===== src/rtl/sfp_pkg.sv =====
// rtl/sfp_pkg.sv - small-float format constants, word/stage structs and saturation helper
// Stage-2 struct carries guard/sticky only when SFP_MUL_RNE_EN is defined.
package sfp_pkg;

   localparam int EXP_W  = 4;
   localparam int SIG_W  = 4;
   localparam int FMT_W  = 1 + EXP_W + SIG_W;
   localparam int BIAS   = 2**(EXP_W-1);
   localparam int PROD_W = 2*(SIG_W+1);
   localparam int ESUM_W = EXP_W + 2;

   typedef struct packed {
      logic             sign;
      logic [EXP_W-1:0] exp;
      logic [SIG_W-1:0] man;
   } sfp_t;

   localparam sfp_t SFP_ZERO = '0;

   function automatic sfp_t sfp_max(input logic sign);
      sfp_t w;
      w.sign = sign;
      w.exp  = '1;
      w.man  = '1;
      return w;
   endfunction

   typedef struct packed {
      logic              sign;
      logic              zero;
      logic [ESUM_W-1:0] exp_sum;
      logic [PROD_W-1:0] product;
   } sfp_s1_t;

   typedef struct packed {
      logic                     sign;
      logic                     zero;
      logic signed [ESUM_W-1:0] exp;
      logic [SIG_W-1:0]         man;
`ifdef SFP_MUL_RNE_EN
      logic                     guard;
      logic                     sticky;
`endif
   } sfp_s2_t;

endpackage


===== src/rtl/sfp_mul_lane.sv =====
// rtl/sfp_mul_lane.sv - one multiplier lane as three combinational slices (unpack, normalise, round/pack)
// Round-to-nearest-even in S3 when SFP_MUL_RNE_EN is defined, truncation otherwise.
module sfp_mul_lane
   import sfp_pkg::*;
(
   input  sfp_t    i_a,
   input  sfp_t    i_b,
   output sfp_s1_t o_s1,
   input  sfp_s1_t i_s1,
   output sfp_s2_t o_s2,
   input  sfp_s2_t i_s2,
   output sfp_t    o_c,
   output logic    o_ovf,
   output logic    o_ufl
);

   localparam logic signed [ESUM_W-1:0] EXP_MAX  = ESUM_W'(2**EXP_W - 1);
   localparam logic signed [ESUM_W-1:0] EXP_MIN  = ESUM_W'(1);
   localparam logic signed [ESUM_W-1:0] EXP_BIAS = ESUM_W'(BIAS);

   logic                     w_norm;
   logic [PROD_W-1:0]        w_aligned;
   logic [SIG_W:0]           w_man_r;
   logic signed [ESUM_W-1:0] w_exp_r;
   logic                     w_unused_bits;

   always_comb begin
      o_s1         = '0;
      o_s1.sign    = i_a.sign ^ i_b.sign;
      o_s1.zero    = (i_a.exp == '0) || (i_b.exp == '0);
      o_s1.exp_sum = ESUM_W'(i_a.exp) + ESUM_W'(i_b.exp);
      o_s1.product = PROD_W'({1'b1, i_a.man}) * PROD_W'({1'b1, i_b.man});
   end

   // Product of two 1.x significands lies in [1,4); align so the hidden 1 sits at PROD_W-1.
   always_comb begin
      w_norm    = i_s1.product[PROD_W-1];
      w_aligned = w_norm ? i_s1.product : {i_s1.product[PROD_W-2:0], 1'b0};
      o_s2      = '0;
      o_s2.sign = i_s1.sign;
      o_s2.zero = i_s1.zero;
      o_s2.exp  = $signed(i_s1.exp_sum) + $signed(ESUM_W'(w_norm)) - EXP_BIAS;
      o_s2.man  = w_aligned[PROD_W-2 -: SIG_W];
`ifdef SFP_MUL_RNE_EN
      o_s2.guard  = w_aligned[PROD_W-2-SIG_W];
      o_s2.sticky = |w_aligned[PROD_W-3-SIG_W:0];
`endif
   end

`ifdef SFP_MUL_RNE_EN
   assign w_unused_bits = w_aligned[PROD_W-1];
`else
   assign w_unused_bits = ^{w_aligned[PROD_W-1], w_aligned[PROD_W-2-SIG_W:0]};
`endif

   always_comb begin
`ifdef SFP_MUL_RNE_EN
      w_man_r = {1'b0, i_s2.man} + (SIG_W+1)'(i_s2.guard && (i_s2.sticky || i_s2.man[0]));
`else
      w_man_r = {1'b0, i_s2.man};
`endif
      w_exp_r = i_s2.exp + $signed(ESUM_W'(w_man_r[SIG_W]));
      o_c     = SFP_ZERO;
      o_ovf   = 1'b0;
      o_ufl   = 1'b0;
      if (!i_s2.zero) begin
         if (w_exp_r > EXP_MAX) begin
            o_c   = sfp_max(i_s2.sign);
            o_ovf = 1'b1;
         end else if (w_exp_r < EXP_MIN) begin
            o_ufl = 1'b1;
         end else begin
            o_c.sign = i_s2.sign;
            o_c.exp  = w_exp_r[EXP_W-1:0];
            o_c.man  = w_man_r[SIG_W-1:0];
         end
      end
   end

endmodule


===== src/rtl/sfp_hadamard_mul_pipe.sv =====
// rtl/sfp_hadamard_mul_pipe.sv - LANES-wide 3-stage small-float Hadamard multiplier with valid/ready and overflow counter
// Define SFP_MUL_RNE_EN to round to nearest even instead of truncating.
module sfp_hadamard_mul_pipe
   import sfp_pkg::*;
#(
   parameter int LANES = 4,
   parameter int CNT_W = 16
) (
   input  logic                   i_clk,
   input  logic                   i_rst,
   input  logic                   i_in_valid,
   output logic                   o_in_ready,
   input  logic [LANES*FMT_W-1:0] i_in_a,
   input  logic [LANES*FMT_W-1:0] i_in_b,
   output logic                   o_out_valid,
   input  logic                   i_out_ready,
   output logic [LANES*FMT_W-1:0] o_out_c,
   output logic [LANES-1:0]       o_out_ovf,
   output logic [LANES-1:0]       o_out_ufl,
   input  logic                   i_cnt_clr,
   output logic [CNT_W-1:0]       o_ovf_cnt
);

   logic                   w_adv;
   logic                   w_cnt_inc;
   logic                   r_v1, r_v2, r_v3;
   sfp_s1_t                w_s1 [LANES];
   sfp_s1_t                r_s1 [LANES];
   sfp_s2_t                w_s2 [LANES];
   sfp_s2_t                r_s2 [LANES];
   sfp_t                   w_c  [LANES];
   logic [LANES-1:0]       w_ovf, w_ufl;
   logic [LANES*FMT_W-1:0] r_c;
   logic [LANES-1:0]       r_ovf, r_ufl;
   logic [CNT_W-1:0]       r_cnt;

   // Whole pipeline moves as one; a stalled output freezes every stage.
   assign w_adv      = !r_v3 || i_out_ready;
   assign o_in_ready = w_adv;

   for (genvar gi = 0; gi < LANES; gi++) begin : g_lane
      sfp_mul_lane u_lane (
         .i_a   (i_in_a[gi*FMT_W +: FMT_W]),
         .i_b   (i_in_b[gi*FMT_W +: FMT_W]),
         .o_s1  (w_s1[gi]),
         .i_s1  (r_s1[gi]),
         .o_s2  (w_s2[gi]),
         .i_s2  (r_s2[gi]),
         .o_c   (w_c[gi]),
         .o_ovf (w_ovf[gi]),
         .o_ufl (w_ufl[gi])
      );
   end

   always_ff @(posedge i_clk or posedge i_rst) begin
      if (i_rst) begin
         r_v1  <= 1'b0;
         r_v2  <= 1'b0;
         r_v3  <= 1'b0;
         r_c   <= '0;
         r_ovf <= '0;
         r_ufl <= '0;
         for (int i = 0; i < LANES; i++) begin
            r_s1[i] <= '0;
            r_s2[i] <= '0;
         end
      end else if (w_adv) begin
         r_v1  <= i_in_valid;
         r_v2  <= r_v1;
         r_v3  <= r_v2;
         r_ovf <= w_ovf;
         r_ufl <= w_ufl;
         for (int i = 0; i < LANES; i++) begin
            r_s1[i]                <= w_s1[i];
            r_s2[i]                <= w_s2[i];
            r_c[i*FMT_W +: FMT_W]  <= w_c[i];
         end
      end
   end

   assign w_cnt_inc = r_v3 && i_out_ready && (|r_ovf) && (r_cnt != '1);

   always_ff @(posedge i_clk or posedge i_rst) begin
      if (i_rst) begin
         r_cnt <= '0;
      end else if (i_cnt_clr) begin
         r_cnt <= '0;
      end else if (w_cnt_inc) begin
         r_cnt <= r_cnt + 1'b1;
      end
   end

   assign o_out_valid = r_v3;
   assign o_out_c     = r_c;
   assign o_out_ovf   = r_ovf;
   assign o_out_ufl   = r_ufl;
   assign o_ovf_cnt   = r_cnt;

endmodule


===== config.mk =====
export PLATFORM = sky130hd
export DESIGN_NAME = sfp_hadamard_mul_pipe
export DESIGN_NICKNAME = d
export VERILOG_FILES = /design/src/rtl/sfp_pkg.sv /design/src/rtl/sfp_mul_lane.sv /design/src/rtl/sfp_hadamard_mul_pipe.sv
export SDC_FILE = /design/constraint.sdc
export NUM_CORES = 1
export LEC_CHECK = 0
export BUFFER_PORTS_ARGS = -buffer_cell sky130_fd_sc_hd__buf_2
export CAP_MARGIN = 15
export CORE_ASPECT_RATIO = 1.75
export CORE_UTILIZATION = 61
export CTS_CLUSTER_DIAMETER = 60
export CTS_CLUSTER_SIZE = 10
export DETAILED_ROUTE_END_ITERATION = 7
export HOLD_SLACK_MARGIN = 0.08
export PLACE_DENSITY = 0.83
export SLEW_MARGIN = 10
export SYNTH_ARGS = -nofsm -noshare
export SYNTH_HDL_FRONTEND = slang
export SYNTH_HIERARCHICAL = 1
export SYNTH_SLANG_ARGS = --single-unit

===== constraint.sdc =====
create_clock -name i_clk -period 18.2 [get_ports i_clk]
set_clock_uncertainty 0.1 [all_clocks]
set_input_delay 3.64 -clock i_clk [delete_from_list [all_inputs] [get_ports i_clk]]
set_output_delay 3.64 -clock i_clk [all_outputs]
set_load 0.005 [all_outputs]

==> reports/metrics.cfg, run 1 <==
[run_status]
outcome = finished clean

[final_layout]
diodes = 0
final_common_cell = dfrtp_1
area_growth_pct = 12.8
utilization_pct = 70.7
fin_nets = 1299
mostFrequentLayoutCells = dfrtp_1, mux2_2, buf_2, inv_1, ha_1
drive_above_1_share_pct = 32.8

[worst_setup_path]
required_ps = 14460
worstReg2RegStart = o_ovf_cnt[0]$_DFFE_PP0P_
critPathBufInv = 2
slowest_delay_ps = 360
crit_slowest_cell = nand2b_4
worstSetupPathType = primary input to primary output
path_common_cell = buf_2
critical_path.startpoint = i_out_ready
startpoint_type = primary input
cp-end-kind = primary output
worstPathCellList = buf_2 > nand2b_4 > buf_2
worst-endpoint-arrival_ps = 4340
critPathMaxFanout = 29
cpLargestDelayFamily = simple AND/OR/NAND/NOR gates

[sta]
setup_ws_ps = 10120
fin_crit_ps = 8080
max_freq_ghz = 0.124
tightest_slew_ps = 961
rsz0062_at_grt = false
timing.final.crit_share_pct = 44.4
slew_viol_final = 0
relSlewSlack_pct = 35.9
finalSetupViolations = 0
tns_ps = 0
hold_viol_final = 0

[grt]
grt_first_pass_wirelength_mm = 34.7
antenna_found_initial = 0
gr-usage-all-layers_pct = 23.8
grt_max_degree = 91
grt_pass1_vias = 7692
gr-total-overflow = 0

[pwr]
p_total_mw = 1.59
switching_power_uw = 523
switching_share_pct = 32.9
internal-power_mw = 1.07
p_clk_share_pct = 22.4
p_leak_nw = 6.02
p_seq_share_pct = 39.6
power_density_nw_per_um2 = 128
comb_power_share_pct = 38.0
ir_drop_mv = 0.0712

[cts]
cts_tree = built
post_cts_buffers = 0
cts.sinks = 167
ctsHoldBuffers = 0
cts_root_buffer = clkbuf_16
worstSkewPairLatency_ps = 420
post_cts_resized = 0
htree_num_levels = 4
clk_pin_slew_ps = 60
cts_max_path_buffers = 2
cts_buffers = 17

[detailed_routing]
wl_per_cell_um = 15.3
vias = 7382
via_per_inst = 5.54
drc = 0
drt_first_pass_iters = 4
wl_mm = 20.4
antenna_left = 0
drtIter0Drc = 158

[yosys]
avgSynthCellArea_um2 = 11.4
yosysWarnings = 6
postSynthCellCount = 967
synth_fp_nets = 1177
netlist_area_um2 = 11000

[floorplanning]
die-area_um2 = 18600
die_w_um = 103
io_pins = 139
fp.dieH_um = 180
placementRows = 64
start_util_pct = 62.7
coreArea_um2 = 17500

[place]
gp_congestion = 0.820
post-place-ws_ps = 10110
portBuffers = 138
dpl.hpwl_mm = 15.6

[worst_hold_path]
hp-start = r_v2$_DFFE_PP0P_
hp-class = flop to flop

[run]
max-cap-violations = 0

==> routing by layer <==
layer | up-vias | track usage [%] | wire, um | part of all wire, %
met1 | 3677 | 25.6 | 7690 | 38
met3 | 26 | 3.34 | 507 | 2.5
met4 | 0 | 8.96 | 419 | 2.1
li1 | 3553 | - | - | -
met2 | 126 | 45.0 | 11700 | 58
met5 | - | 0 | 0 | 0
==> sequential cells by signal, summed over array words and instances (netlist names) <==
name	cells
o_out_valid	1
r_s2	48
o_out_c	36
o_ovf_cnt	16
o_out_ufl	4
r_v1	1
r_v2	1
o_out_ovf	4
r_s1	56
==> power groups by stage <==
stage / clock network, mW / logic, mW / registers [mW]
floorplan: 0 / 0.457 / 0.604
global placement: 0 / 0.581 / 0.626
detailed placement: 0 / 0.606 / 0.635
CTS: 0.363 / 0.613 / 0.630
global route: 0.377 / 0.673 / 0.650
finish: 0.355 / 0.605 / 0.629
==> worst paths after layout <==
kind                       cells after the start  slack (ps)                         to
max                                            3       10120                 o_in_ready
min                                            1         380    o_out_valid$_DFFE_PP0P_
max reg2reg                                    5       15940  o_ovf_cnt[10]$_DFFE_PP0P_
min reg2reg                                    1         380    o_out_valid$_DFFE_PP0P_
max in group asynchronous                      3       13320       r_s1[29]$_DFFE_PP0P_
min in group asynchronous                      2        3230   o_ovf_cnt[6]$_DFFE_PP0P_
==> stage by stage <==
step	hold slack (ps)	area, um2	std cells
3_5_place_dp	363	11800	1301
3_3_place_gp	352	11800	1301
5_1_grt	412	12400	1333
4_1_cts	379	12400	1333
6_report	376	12400	1333
2_1_floorplan	330	11000	967
==> layout make-up <==
type / instances / area, um2
multi-input combinational: 667 / 6260
inverter: 94 / 358
sequential: 167 / 4180
timing repair buffer: 142 / 721
clock buffer: 19 / 443
clock inverter: 13 / 146
fill: 1305 / 5140
tap: 231 / 289
(Power assumes the default switching activity.)
==> run 2, diff against run 1 <==
Settings changed: CORE_UTILIZATION 61 to 60, PLACE_DENSITY 0.83 to 0.82.
Clock period 18.2 ns to 8.2 ns, I/O delays scaled along.
==> run 2 against run 1 <==
Against the previous run:
- sequential share of layout area barely moved
- worst hold slack improved by 15 ps
- first-iteration DRC count increased by 56%
- clock power grew 120%
- design area hardly changed
- core utilization down 1.7 points
- combinational power is 120% higher
- count of clock-buffer cells in the layout stayed put
- global-route usage is 0.33 points lower
- critical endpoint is now r_s1[8]$_DFFE_PP0P_
==> reports/metrics.cfg, run 2 (synthesis gave the netlist of run 1 again) <==
[detailed_routing]
wl_mm = 20.7
antenna_left = 0
drtIter0Drc = 246
via_per_inst = 5.56
wl_per_cell_um = 15.5
vias = 7422
drc = 0
drt_first_pass_iters = 4

[cts]
cts_max_path_buffers = 2
htree_num_levels = 4
post_cts_resized = 0
clk_pin_slew_ps = 70
worstSkewPairLatency_ps = 430
cts_tree = built
cts_root_buffer = clkbuf_16
post_cts_buffers = 0
cts_buffers = 17
ctsHoldBuffers = 0
cts.sinks = 167

[sta]
relSlewSlack_pct = 35.4
finalSetupViolations = 0
rsz0062_at_grt = false
hold_viol_final = 0
fin_crit_ps = 4740
tightest_slew_ps = 969
timing.final.crit_share_pct = 57.8
tns_ps = 0
hold_ws_ps = 391
slew_viol_final = 0
max_freq_ghz = 0.211

[final_layout]
num-fill-cells = 1350
area_growth_pct = 12.8
drive_above_1_share_pct = 32.9
final_common_cell = dfrtp_1
seqCellArea_um2 = 4180
fin_nets = 1299
multi_input_area_um2 = 6260
mostFrequentLayoutCells = dfrtp_1, mux2_2, buf_2, inv_1, ha_1
top_register = r_s1
diodes = 0
largest_register_ffs = 56

[pwr]
power_density_nw_per_um2 = 285
ir_drop_mv = 0.166
p_leak_nw = 6.03

[run]
max-cap-violations = 0

[worst_setup_path]
r2r_setup_slack_ps = 5340
required_ps = 8410
startpoint_type = primary input
worst-endpoint-arrival_ps = 4950
critPathMaxFanout = 5
cp-end-kind = flop
worstSetupPathType = primary input to flop

[floorplanning]
die-area_um2 = 18900
placementRows = 65
start_util_pct = 61.1
coreArea_um2 = 18000
die_w_um = 104
io_pins = 139
fp.dieH_um = 181

[grt]
grt_first_pass_wirelength_mm = 35.6
grt_pass1_vias = 7790
antenna_found_initial = 0
grt_max_degree = 103
gr-total-overflow = 0
gr-usage-all-layers_pct = 23.5

[place]
gp_congestion = 0.822
dpl.hpwl_mm = 15.8
portBuffers = 138

[worst_hold_path]
hp-class = flop to flop

[run_status]
outcome = finished clean

-- run 2: changes by cell type in the layout (fill, tap and decap cells not counted), sizes merged --
cell      change
bufinv        -1
clkinv        +1
clkinvlp      -3
inv           +3
-- run 2: power breakdown --
part           total (mW)  leakage, nW  internal [mW]  switching, mW
Combinational        1.34         3.72          0.756          0.587
Clock               0.791        0.285          0.444          0.347
Sequential           1.40         2.03           1.15          0.249
Total                3.53         6.03           2.35           1.18
-- run 2: final cells by class --
| type | instances | share of cell area [%] |
|---|---|---|
| clock buffer | 19 | 3.65 |
| clock inverter | 13 | 1.08 |
| inverter | 94 | 2.89 |
| timing repair buffer | 142 | 5.81 |
| tap | 234 | 2.36 |
| sequential | 167 | 33.7 |
| multi-input combinational | 667 | 50.5 |
-- run 2: path summary, 6_finish.rpt --
path                                      endpoint                     from  cells past startpoint
max reg2reg                   r_s1[35]$_DFFE_PP0P_  o_out_valid$_DFFE_PP0P_                      4
min reg2reg                o_out_valid$_DFFE_PP0P_         r_v2$_DFFE_PP0P_                      1
min in group asynchronous   o_out_c[5]$_DFFE_PP0P_                    i_rst                      2
max                            r_s1[8]$_DFFE_PP0P_               i_in_b[30]                     14
min                        o_out_valid$_DFFE_PP0P_         r_v2$_DFFE_PP0P_                      1
max in group asynchronous     r_s1[35]$_DFFE_PP0P_                    i_rst                      3
-- run 2: routing by layer --
layer  wire length, um  vias to the layer above  global-route usage, %
li1                  -                     3556                      -
met1              7780                     3680                   25.3
met2             11800                      146                   44.8
met3               460                       40                   3.03
met4               604                        0                   10.3
met5                 0                        -                      0
-- run 2: through the flow --
step	area (um2)	std cells	utilization (%)	worst slack, ps	power (mW)
6_report	12400	1336	69.0	3460	3.53
3_5_place_dp	11800	1304	65.7	3020	2.76
3_3_place_gp	11800	1304	65.7	3060	2.69
5_1_grt	12400	1336	69.0	3300	3.78
2_1_floorplan	11000	967	-	1940	2.36
4_1_cts	12400	1336	69.0	3460	3.57
-- run 2: worst max-delay path, cell delays in order --
cell	delay, ps
buf_2	130
and2_1	180
fa_1	510
inv_1	60
fa_1	510
fa_1	530
inv_1	40
ha_1	300
nor2b_2	150
o21ai_2	70
a21boi_2	180
nor4_1	60
a311o_1	310
mux2_2	270
